**config.mk**
```make
export PLATFORM = sky130hd
export DESIGN_NAME = counter_down_load_flat
export DESIGN_NICKNAME = d
export VERILOG_FILES = /design/src/rtl/counter_down_load_if.sv /design/src/rtl/counter_down_load.sv /design/src/flat_wrapper.sv
export SDC_FILE = /design/constraint.sdc
export NUM_CORES = 1
export LEC_CHECK = 0
export ABC_AREA = 1
export CORE_AREA = 3 3 40 42
export DETAILED_ROUTE_END_ITERATION = 6
export DIE_AREA = 0 0 43 45
export PLACE_DENSITY_LB_ADDON = 0.1
export SYNTH_ARGS = -nofsm -noshare
export SYNTH_HDL_FRONTEND = slang
export SYNTH_SLANG_ARGS = --single-unit
```
**constraint.sdc**
```tcl
create_clock -name clock -period 2 [get_ports clock]
set_clock_uncertainty 0.05 [all_clocks]
set_input_delay 0.3 -clock clock [delete_from_list [all_inputs] [get_ports clock]]
set_output_delay 0.3 -clock clock [all_outputs]
set_load 0.005 [all_outputs]
```
**src/rtl/counter_down_load_if.sv**
```systemverilog
// Control/status bundle for the loadable down counter.
interface counter_down_load_if #(
  parameter int unsigned N = 4
);
  logic         load;
  logic [N-1:0] load_val;
  logic         mode;
  logic         en;
  logic [N-1:0] cnt;
  logic         tc;
  logic         busy;

  // Controller side: issues load/enable, observes count status.
  modport master (
    output load, load_val, mode, en,
    input  cnt, tc, busy
  );

  // Counter side.
  modport slave (
    input  load, load_val, mode, en,
    output cnt, tc, busy
  );
endinterface

```
**src/rtl/counter_down_load.sv**
```systemverilog
// Loadable, programmable-modulus down counter / timer.
// Counts a clamped load value down to 0, then stops (one-shot) or reloads
// (auto-reload), flagging each expiry on tc.
// Build option: define COUNTER_DOWN_LOAD_TC_COMB_EN for a combinational tc
// that rises during the expiry cycle instead of the cycle after it.
module counter_down_load #(
  parameter int unsigned N   = 4,
  parameter int unsigned MAX = 8
) (
  input  logic                clock,
  input  logic                reset,
  counter_down_load_if.slave  s
);

  localparam logic [N-1:0] MAX_V = N'(MAX);

  typedef enum logic [1:0] {
    IDLE = 2'd0,
    RUN  = 2'd1,
    DONE = 2'd2
  } state_t;

  state_t       state_q, state_nx;
  logic [N-1:0] cnt_q, cnt_nx;
  logic [N-1:0] reload_q, reload_nx;
  logic         mode_q, mode_nx;
  logic [N-1:0] load_clamped;
  logic         expire;

  // Clamp the requested start value to the programmed modulus.
  always_comb begin
    load_clamped = (s.load_val > MAX_V) ? MAX_V : s.load_val;
  end

  // Next-state, next-count and expiry decode.
  always_comb begin
    state_nx  = state_q;
    cnt_nx    = cnt_q;
    reload_nx = reload_q;
    mode_nx   = mode_q;
    expire    = 1'b0;
    if (s.load) begin
      cnt_nx    = load_clamped;
      reload_nx = load_clamped;
      mode_nx   = s.mode;
      state_nx  = RUN;
    end else if (state_q == RUN && s.en) begin
      if (cnt_q != '0) begin
        cnt_nx = cnt_q - N'(1);
      end else begin
        expire = 1'b1;
        if (mode_q) begin
          cnt_nx = reload_q;
        end else begin
          state_nx = DONE;
        end
      end
    end
  end

  // State, count and configuration registers.
  always_ff @(posedge clock) begin
    if (!reset) begin
      state_q  <= IDLE;
      cnt_q    <= '0;
      reload_q <= MAX_V;
      mode_q   <= 1'b0;
    end else begin
      state_q  <= state_nx;
      cnt_q    <= cnt_nx;
      reload_q <= reload_nx;
      mode_q   <= mode_nx;
    end
  end

`ifdef COUNTER_DOWN_LOAD_TC_COMB_EN
  // Expiry flag during the expiry cycle itself.
  always_comb begin
    s.tc = expire & reset;
  end
`else
  logic tc_q;

  // Expiry flag for the cycle following the expiry edge.
  always_ff @(posedge clock) begin
    if (!reset) begin
      tc_q <= 1'b0;
    end else begin
      tc_q <= expire;
    end
  end

  assign s.tc = tc_q;
`endif

  assign s.cnt  = cnt_q;
  assign s.busy = (state_q == RUN);

endmodule

```
**src/flat_wrapper.sv**
```systemverilog
// flat-port wrapper written by rule: the top's interface ports become plain ports
module counter_down_load_flat 
#(
  parameter int unsigned N   = 4,
  parameter int unsigned MAX = 8
)
  (clock, reset, s_load, s_load_val, s_mode, s_en, s_cnt, s_tc, s_busy);
  counter_down_load_if #(.N(N)) s_i ();
  input  logic clock;
  input  logic reset;
  input wire logic [$bits(s_i.load)-1:0] s_load;
  input wire logic [$bits(s_i.load_val)-1:0] s_load_val;
  input wire logic [$bits(s_i.mode)-1:0] s_mode;
  input wire logic [$bits(s_i.en)-1:0] s_en;
  output wire logic [$bits(s_i.cnt)-1:0] s_cnt;
  output wire logic [$bits(s_i.tc)-1:0] s_tc;
  output wire logic [$bits(s_i.busy)-1:0] s_busy;
  assign s_i.load = s_load;
  assign s_i.load_val = s_load_val;
  assign s_i.mode = s_mode;
  assign s_i.en = s_en;
  assign s_cnt = s_i.cnt;
  assign s_tc = s_i.tc;
  assign s_busy = s_i.busy;
  counter_down_load #(.N(N), .MAX(MAX)) u_core (.clock(clock), .reset(reset), .s(s_i));
endmodule
```
=== Word-level counts from Yosys, hierarchy flattened ===
Cells that the tools add are included.
W data, S select, Z words.

* Bits in registers: 12
* Input port bits: 9
* Word-level logic and storage cells: 34

* $add $sub $neg: 1
* $lt $le $gt $ge: 1
* Equality and inequality tests: 3
* Muxes and demuxes: 10
* Bitwise gates (word level): 4
* Reductions and logical operators: 9

{| class="wikitable"
|+ Operators with widths
! cell !! number
|-
| $mux W4 || 5
|-
| $reduce_and A3 Y1 || 2
|-
| $mux W1 || 5
|-
| $gt A4 B4 Y1 const B || 1
|-
| $ne A2 B2 Y1 const B || 2
|-
| $not A1 Y1 || 4
|-
| $reduce_bool A4 Y1 || 1
|-
| $sub A4 B1 Y4 const B || 1
|-
| $reduce_bool A3 Y1 || 1
|-
| $reduce_or A3 Y1 || 1
|-
| $eq A2 B1 Y1 const B || 1
|-
| $reduce_and A2 Y1 || 1
|-
| $reduce_bool A2 Y1 || 1
|-
| $reduce_or A2 Y1 || 1
|-
| $logic_and A1 B1 Y1 || 1
|}

=== Depth between registers and ports, before layout ===
* Depth in word-level cells: 4
* Depth in mapped cells: 9
* Depth with buffers taken out: 9

=== Worst setup path after synthesis ===
OpenSTA, ideal clock, no wires.

* Path kind: register to register
* Start: register u_core.cnt_q[0] (netlist: u_core.s.cnt[0])
* End: register u_core.cnt_q[3] (netlist: u_core.s.cnt[3])
* Data arrival time: 1.171 ns
* Setup slack: 0.713 ns
* Cell stages (with the launch flop): 10
* Period minus slack after synthesis: 1.287 ns
* Cell sequence: dfxtp_1 inv_1 ha_1 nor2_1 nand3_1 nand2_1 clkinv_1 nand2_2 nand2_2 a21oi_2

* Longest elaborated chain between the ends: 4

{| class="wikitable"
|+ Ends and longest elaborated chain
! element !! RTL line !! source
|-
| from (decl) || counter_down_load.sv:24 || <nowiki>logic [N-1:0] cnt_q, cnt_nx;</nowiki>
|-
| from (signal assigned) || counter_down_load.sv:70 || <nowiki>cnt_q <= cnt_nx;</nowiki>
|-
| $sub A4 B1 Y4 or $reduce_bool A4 Y1 (tied branches) || counter_down_load.sv:49, counter_down_load.sv:48 ||
|-
| $mux W4 || counter_down_load.sv:48 || <nowiki>if (cnt_q != '0) begin</nowiki>
|-
| $mux W4 || counter_down_load.sv:47 || <nowiki>end else if (state_q == RUN && s.en) begin</nowiki>
|-
| $mux W4 || counter_down_load.sv:42 || <nowiki>if (s.load) begin</nowiki>
|}

Several ways; a longest one is shown, not always the timed one. The select of a mux whose other input is x is not followed.
A chain may end at the register's enable or synchronous reset.

=== Worst setup path after layout ===
* Start: register u_core.state_q[0]
* End: output s_busy

* Longest elaborated chain between the ends: 1

{| class="wikitable"
|+ Ends and longest elaborated chain
! element !! RTL line !! source
|-
| from (decl) || counter_down_load.sv:23 || <nowiki>state_t state_q, state_nx;</nowiki>
|-
| from (signal assigned) || counter_down_load.sv:69 || <nowiki>state_q <= state_nx;</nowiki>
|-
| $eq A2 B1 Y1 || counter_down_load.sv:97 || <nowiki>assign s.busy = (state_q == RUN);</nowiki>
|-
| to (decl) || flat_wrapper.sv:17 || <nowiki>output wire logic [$bits(s_i.busy)-1:0] s_busy;</nowiki>
|}

No other way between the ends.

==> qor.yml <==
status:
  status: "finished clean"
clock_network:
  cts_hold_buf: 0
  cts_tree: "built"
  cts.sinks: 12
  ctsLongestPathBuffers: 2
  clock-root-buffer: "clkbuf_4"
  clkSlewWorstSetupHoldPaths_ns: 0.08
  cts-resized-gates: 0
  clock_latency_ns: 0.27
  post_cts_buffers: 0
  cts_buffers: 3
  h-tree-depth: 1
floorplanning:
  ios: 15
  die_area_mm2: 0.00194
  die_h_um: 45
  core_area_mm2: 0.00128
  start_util_pct: 47.3
  rows: 13
  die_x_um: 43
cells_and_area:
  layout.nets: 109
  synthToLayoutAreaGrowth_pct: 31.3
  n_fill_cell: 125
  final_util_pct: 62.1
  n_antenna_cell: 0
  drive_gt1_share_pct: 19.4
yosys:
  syn_inst: 81
  async_flop_share_pct: 0
  ys_ff_latch: 12
  yosysWarnings: 0
  synth.area.top_cells: "dfxtp_1, a21oi_1, nand2_1"
  synth_commonest_cells: "dfxtp_1, nand2_1, a21oi_1"
  synth_top_area_cell: "dfxtp_1"
  synth-main-ff-cell: "dfxtp_1"
  synth_top_area_share_pct: 39.5
  yosysUniqueCellTypes: 22
  synth.avg_cell_area_um2: 7.51
  synth-edff-count: 0
  syn-num-nets: 91
  ys_seq_area_share_pct: 39.5
  syn-cell-area_um2: 608
  yosysMostFrequentCell: "dfxtp_1"
routing:
  vias: 576
  drcViolationCount: 0
  drt_iter0_drc: 15
  route.met3.wl_um: 80
  wl_met1_um: 602
  wl_per_cell_um: 11.5
  wl_um: 1300
  routed_via_density: 5.10
  first_pass_iters: 4
  ant_nets: 0
  routed-wl-met2_um: 606
  routed.top_layer: "met4"
timing:
  finalHoldViolCount: 0
  tns_ns: 0
  rsz0062_at_grt: "no"
  slew_headroom_pct: 78.8
  timing.fmax_mhz: 592
  period_needed_ns: 1.69
  worst_pin_slew_ns: 0.318
  maxSlewViolCount: 0
  period_share_pct: 84.5
  setup_viol: 0
global_routing:
  overflow: 0
  grt_pass1_wl_um: 2260
  antenna_found_initial: 0
  grt_max_degree: 11
  grt_usage_pct: 15.6
  grt_pass1_vias: 539
placed_design:
  dp_hpwl_um: 988
  place_congestion: 0.817
  portBuffers: 14
hold_path:
  hold_class: "flip-flop to flip-flop"
  hp-start: "u_core.reload_q[1]$_SDFFE_PN0P_"
setup_path:
  critical-path-top-delay-family: "buffers and inverters"
  r2r_slack_ns: 0.58
  required_ns: 1.65
  critical_path_class: "flip-flop to primary output"
  crit_buf_inv: 2
  cp_slowest_stage_delay_ns: 0.53
  timing.rr.start: "u_core.s.cnt[0]$_SDFFE_PN0P_"
  arrival_ns: 1.34
  crit_path_start: "u_core.state_q[0]$_SDFFE_PN0P_"
  crit_path_end_kind: "primary output"
  start_kind: "flip-flop"
  slowest_stage: "clkdlybuf4s50_1"
  crit_chain: "inv_1 -> nor2_1 -> clkdlybuf4s50_1"
  worst-path-max-fanout: 3
power_and_ir_drop:
  powerDensity_mw_per_mm2: 840
  ir_worst_vdd_mv: 0.479
  power_leakage_nw: 0.328
flow_run:
  maxCapViolations: 0
[stage by stage]
step	cells	setup slack [ns]	total power, mW	cell area [µm²]	hold WS (ns)
finish	113	0.310	0.671	798	0.411
global route	113	0.178	0.712	798	0.441
CTS	113	0.294	0.678	798	0.417
detailed placement	109	0.450	0.482	762	0.402
global placement	109	0.448	0.482	762	0.400
floorplan	81	0.713	0.412	608	0.383
[logic make-up after synthesis]
| logic type | count (synthesis) | synth area share, % |
|---|---|---|
| simple gates | 33 | 29.8 |
| flops | 12 | 39.5 |
| buf+inv | 14 | 8.85 |
| xor+xnor | 1 | 1.44 |
| compound gates | 20 | 18.3 |
| fa+ha+maj | 1 | 2.06 |
[worst min-delay path, stage by stage, from the launching register on]
cell and delay (ns):
dfxtp_1 0.32, inv_1 0.05, o21ai_1 0.05
[path summary, 6_finish.rpt]
check	endpoint	cells after the start
worst max-delay path	s_busy	3
worst max register to register	u_core.s.cnt[3]$_SDFFE_PN0P_	9
worst min-delay path	u_core.reload_q[1]$_SDFFE_PN0P_	2
worst min register to register	u_core.reload_q[1]$_SDFFE_PN0P_	2
[metal layers]
metal / vias to the layer above / GRT usage [%]
li1: 298 / -
met1: 256 / 20.5
met2: 20 / 24.6
met3: 2 / 2.39
met4: 0 / 9.04
met5: - / 0
[sequential cells by signal, summed over array words and instances, names as in the netlist]
signal,count
u_core.reload_q,4
u_core.s.cnt,4
u_core.state_q,2
u_core.mode_q,1
u_core.s.tc,1
[power by group]
part	switching (mW)	internal, mW
logic	0.107	0.0915
clock network	0.0820	0.111
registers	0.0216	0.258
[layout by cell type, fill, tap and decap left out, drive strengths merged, types with 3 or more instances in the layout]
master         netlist  layout
o21ai                7       7
o211ai               3       3
nand3                6       6
nor2                 9       9
a21oi               10      10
dfxtp               12      12
clkbuf               1       4
clkdlybuf4s50        0      14
nand2               16      16
inv                 12      12
[layout make-up]
type / instances / area [µm²] / area share (%)
flip-flops and latches: 12 / 240 / 30.1
multi-input cells: 55 / 314 / 39.3
inverters: 13 / 48.8 / 6.11
well taps: 15 / 18.8 / 2.35
repair buffers: 14 / 140 / 17.6
clock buffers: 4 / 36.3 / 4.55
Note: power is estimated with default switching activity, not from simulation.
==> variant 1 (same flow settings) <==
The 3 states of `state_t` get a one-hot encoding in 3 bits.
--- a/src/rtl/counter_down_load.sv
+++ b/src/rtl/counter_down_load.sv
@@ -16,6 +16,6 @@
 
-  typedef enum logic [1:0] {
-    IDLE = 2'd0,
-    RUN  = 2'd1,
-    DONE = 2'd2
+  typedef enum logic [2:0] {
+    IDLE = 3'b001,
+    RUN  = 3'b010,
+    DONE = 3'b100
   } state_t;
Function: same outputs for any inputs over 10 cycles, from zero or initial values and one cycle with reset low; not proved beyond that.
==> variant 1 against the unedited design <==
- design area up 1.6%
- critical path depth is 1 higher
- sequential cell count is 1 higher
- wire length rose by 3.5%
- setup slack gained 0.050 ns
- synthesized area is 4.7% higher
- register-to-register slack barely moved
- total power shrank 5.6%
- critical path type unchanged
==> variant 1: results (changes against the unedited design) <==
----------------------------------------------------
[Worst setup path]
  Reg-to-Reg End ... u_core.s.cnt[0]
  Worst EP arrival ... 1.29 ns (-0.05 ns)
  R2R cell count ... 11 (+2)

[Yosys]
  Area share of xor/xnor cells in the synthesized design ... 0% (-1.4 points)
  Sequential area share after synthesis ... 40.9% (+1.4 points)
  Top post-synthesis cells by count ... 19 x nand2_1, 13 x dfxtp_1, 9 x nor2_1
  Adder-Cell Fraction of Synth Area ... 1.96% (-0.093 points)
  Share of the synthesized area in compound gates (AO/OA/AOI/OAI) ... 11.4% (-6.9 points)
  Number of different library cells in the post-synthesis netlist ... 18 (-18%)
  Net count after synthesis ... 98 (+7.7%)

[Global routing]
  First-pass GRT wire length ... 2300 um (+1.5%)
  Total routing resource utilization after global routing ... 16.0% (+0.39 points)
  GR met1 Demand/Resource ... 19.2% (-1.3 points)
  Global-route met3 utilization ... 3.98% (+1.6 points)
  Vias in the first global route ... 543 (+0.74%)
  Met2 routing resource usage after global routing ... 26.0% (+1.5 points)

[Placement]
  Detail Placement HPWL ... 1060 um (+7.7%)
  Worst slack at placement ... 0.332 ns (-0.117 ns)

[Routing]
  Total number of vias ... 596 (+3.5%)
  Routed length on met2 ... 617 um (+1.8%)
  Wire length reported by the detailed router ... 1350 um (+3.5%)
  Iteration-0 DRC count of the detailed router ... 4 (-11)

[Cells and area]
  Layout cells sized above 1 ... 17.1% (-2.2 points)
  Number of fill cells ... 130 (+4.0%)

[Worst hold path]
  Worst hold endpoint ... u_core.state_q[2]
  Hold_sp ... u_core.state_q[2]

[STA]
  Peak clock frequency supported by timing ... 610 MHz (+3.0%)

[Pwr]
  Peak supply drop ... 0.407 mV (-15%)
  Lkg Pwr ... 0.364 nW (+11%)

[Outcome]
  Result of the run ... completed

----------------------------------------------------
-- variant 1: final cells by class --
class	instances	area share (%)
Clock buffer	4	3.24
Inverter	14	6.48
Multi-Input combinational cell	60	38.6
Sequential cell	13	32.1
Tap cell	15	2.31
Timing Repair Buffer	14	17.3
-- variant 1: per-stage QoR --
step	hold slack (ns)	util [%]	std cells	area, um^2
after floorplan	0.326	-	88	637
after CTS	0.426	63.1	120	811
after global routing	0.451	63.1	120	811
after global placement	0.407	61.1	116	785
final	0.419	63.1	120	811
after detailed placement	0.415	61.1	116	785
-- variant 1: critical path, stage by stage, from the launching register on --
cell and delay (ns):
dfxtp_1 0.30, inv_1 0.08, nand3_1 0.09, inv_2 0.06, clkdlybuf4s50_1 0.48
-- variant 1: power groups by stage --
stage	registers (mW)	clock network, mW	logic (mW)
after floorplan	0.297	0	0.112
after global routing	0.296	0.180	0.197
after detailed placement	0.299	0	0.174
final	0.293	0.166	0.174
after global placement	0.299	0	0.172
after CTS	0.293	0.169	0.175
==> variant 2 (same settings) <==
Without the edit above. Build with the macro `COUNTER_DOWN_LOAD_TC_COMB_EN` defined.
--- a/src/rtl/counter_down_load.sv
+++ b/src/rtl/counter_down_load.sv
@@ -5,2 +5,4 @@
 // that rises during the expiry cycle instead of the cycle after it.
+`define COUNTER_DOWN_LOAD_TC_COMB_EN
+
 module counter_down_load #(
Formal check against the unedited RTL: not equivalent (Yosys sat finds a counterexample within 4 cycles, from zero or initial values and one cycle with reset low).
==> variant 2 against the unedited design <==
- total power fell by 6.3%
- design area grew 3.9%
- via count grew 7.1%
- synthesized area is 2.3% higher
- highest routed layer unchanged
- count of clock-buffer cells in the layout did not move
- global-route usage grew 0.39 points
- fmax shrank 1.8%
- wire length rose by 8.5%
- critical path type unchanged
- setup slack lost 0.031 ns
- sequential cell count decreased by 1
==> variant 2: results (changes against the unedited design) <==
----------------------------------------------------
[Global routing]
  First-pass GRT wire length ... 2300 um (+1.5%)
  Vias in the first global route ... 581 (+7.8%)
  Pin count of the biggest net entering global routing ... 14 (+3)
  Total routing resource utilization after global routing ... 16.0% (+0.39 points)

[Worst setup path]
  Reg-to-Reg End ... u_core.state_q[0]
  Crit path max-delay cell type ... dfxtp_1
  Highest net fanout along the worst path ... 4 (+1)
  Worst EP arrival ... 1.37 ns (+0.03 ns)
  R2R cell count ... 7 (-2)
  CP startpoint ... u_core.s.cnt[1]
  Setup slack, reg-to-reg ... 0.63 ns (+0.05 ns)

[Cells and area]
  Number of fill cells ... 127 (+1.6%)
  Layout cells sized above 1 ... 18.9% (-0.47 points)

[Pwr]
  Internal portion of total power ... 0.418 mW (-9.1%)
  Peak supply drop ... 0.368 mV (-23%)
  Power in the clock group ... 0.154 mW (-20%)
  Ratio of total power to cell area ... 757 mW/mm^2 (-9.9%)

[Routing]
  Iteration-0 DRC count of the detailed router ... 14 (-1)
  Routed wire length per instance ... 11.2 um (-2.7%)

[Yosys]
  Top cells by area in the synthesized netlist ... dfxtp_1 35%, nand2_1 13%, nand3_1 8.0%
  Sequential area share after synthesis ... 35.4% (-4.1 points)
  Synth top area share ... 35.4% (-4.1 points)
  Net count after synthesis ... 100 (+9.9%)
  Area share of xor/xnor cells in the synthesized design ... 1.41% (-0.032 points)
  Top post-synthesis cells by count ... 22 x nand2_1, 13 x inv_1, 11 x dfxtp_1

[Placement]
  Detail Placement HPWL ... 1120 um (+14%)
  RD Place Congestion ... 0.776 (-5.1%)

[Worst hold path]
  Hold_sp ... u_core.reload_q[3]
  Worst hold endpoint ... u_core.reload_q[3]

[STA]
  Slew margin rel. ... 85.1% (+6.3 points)

[Outcome]
  Result of the run ... completed

----------------------------------------------------
## variant 2: per-stage QoR
stage          area (um^2)  setup WS (ns)
2_1_floorplan          622          0.663
3_3_place_gp           802         0.0672
3_5_place_dp           802         0.0560
4_1_cts                830          0.273
5_1_grt                830          0.173
6_report               830          0.279
## variant 2: area by class of cell
class                   instances  area (um^2)  area share [%]
multi-input cells              63          335            40.4
well taps                      15         18.8            2.26
repair buffers                 19          176            21.3
clock buffers                   4         26.3            3.17
flip-flops and latches         11          220            26.5
inverters                      14         52.6            6.33
## variant 2: routing by layer
metal	track usage [%]	vias up	wire length, um
met1	19.2	273	675
met5	0	-	0
met4	9.04	0	12
li1	-	330	-
met3	2.39	2	48
met2	27.5	12	673
## variant 2: logic make-up (layout without fill, tap and decap cells)
kind of cell	Yosys count	count (layout)
DFF	11	11
adders and majority gates	1	1
buffers and inverters	16	37
and+or+nand+nor	52	52
xor gates and xnor gates	1	1
AOI/OAI and AO/OA	9	9
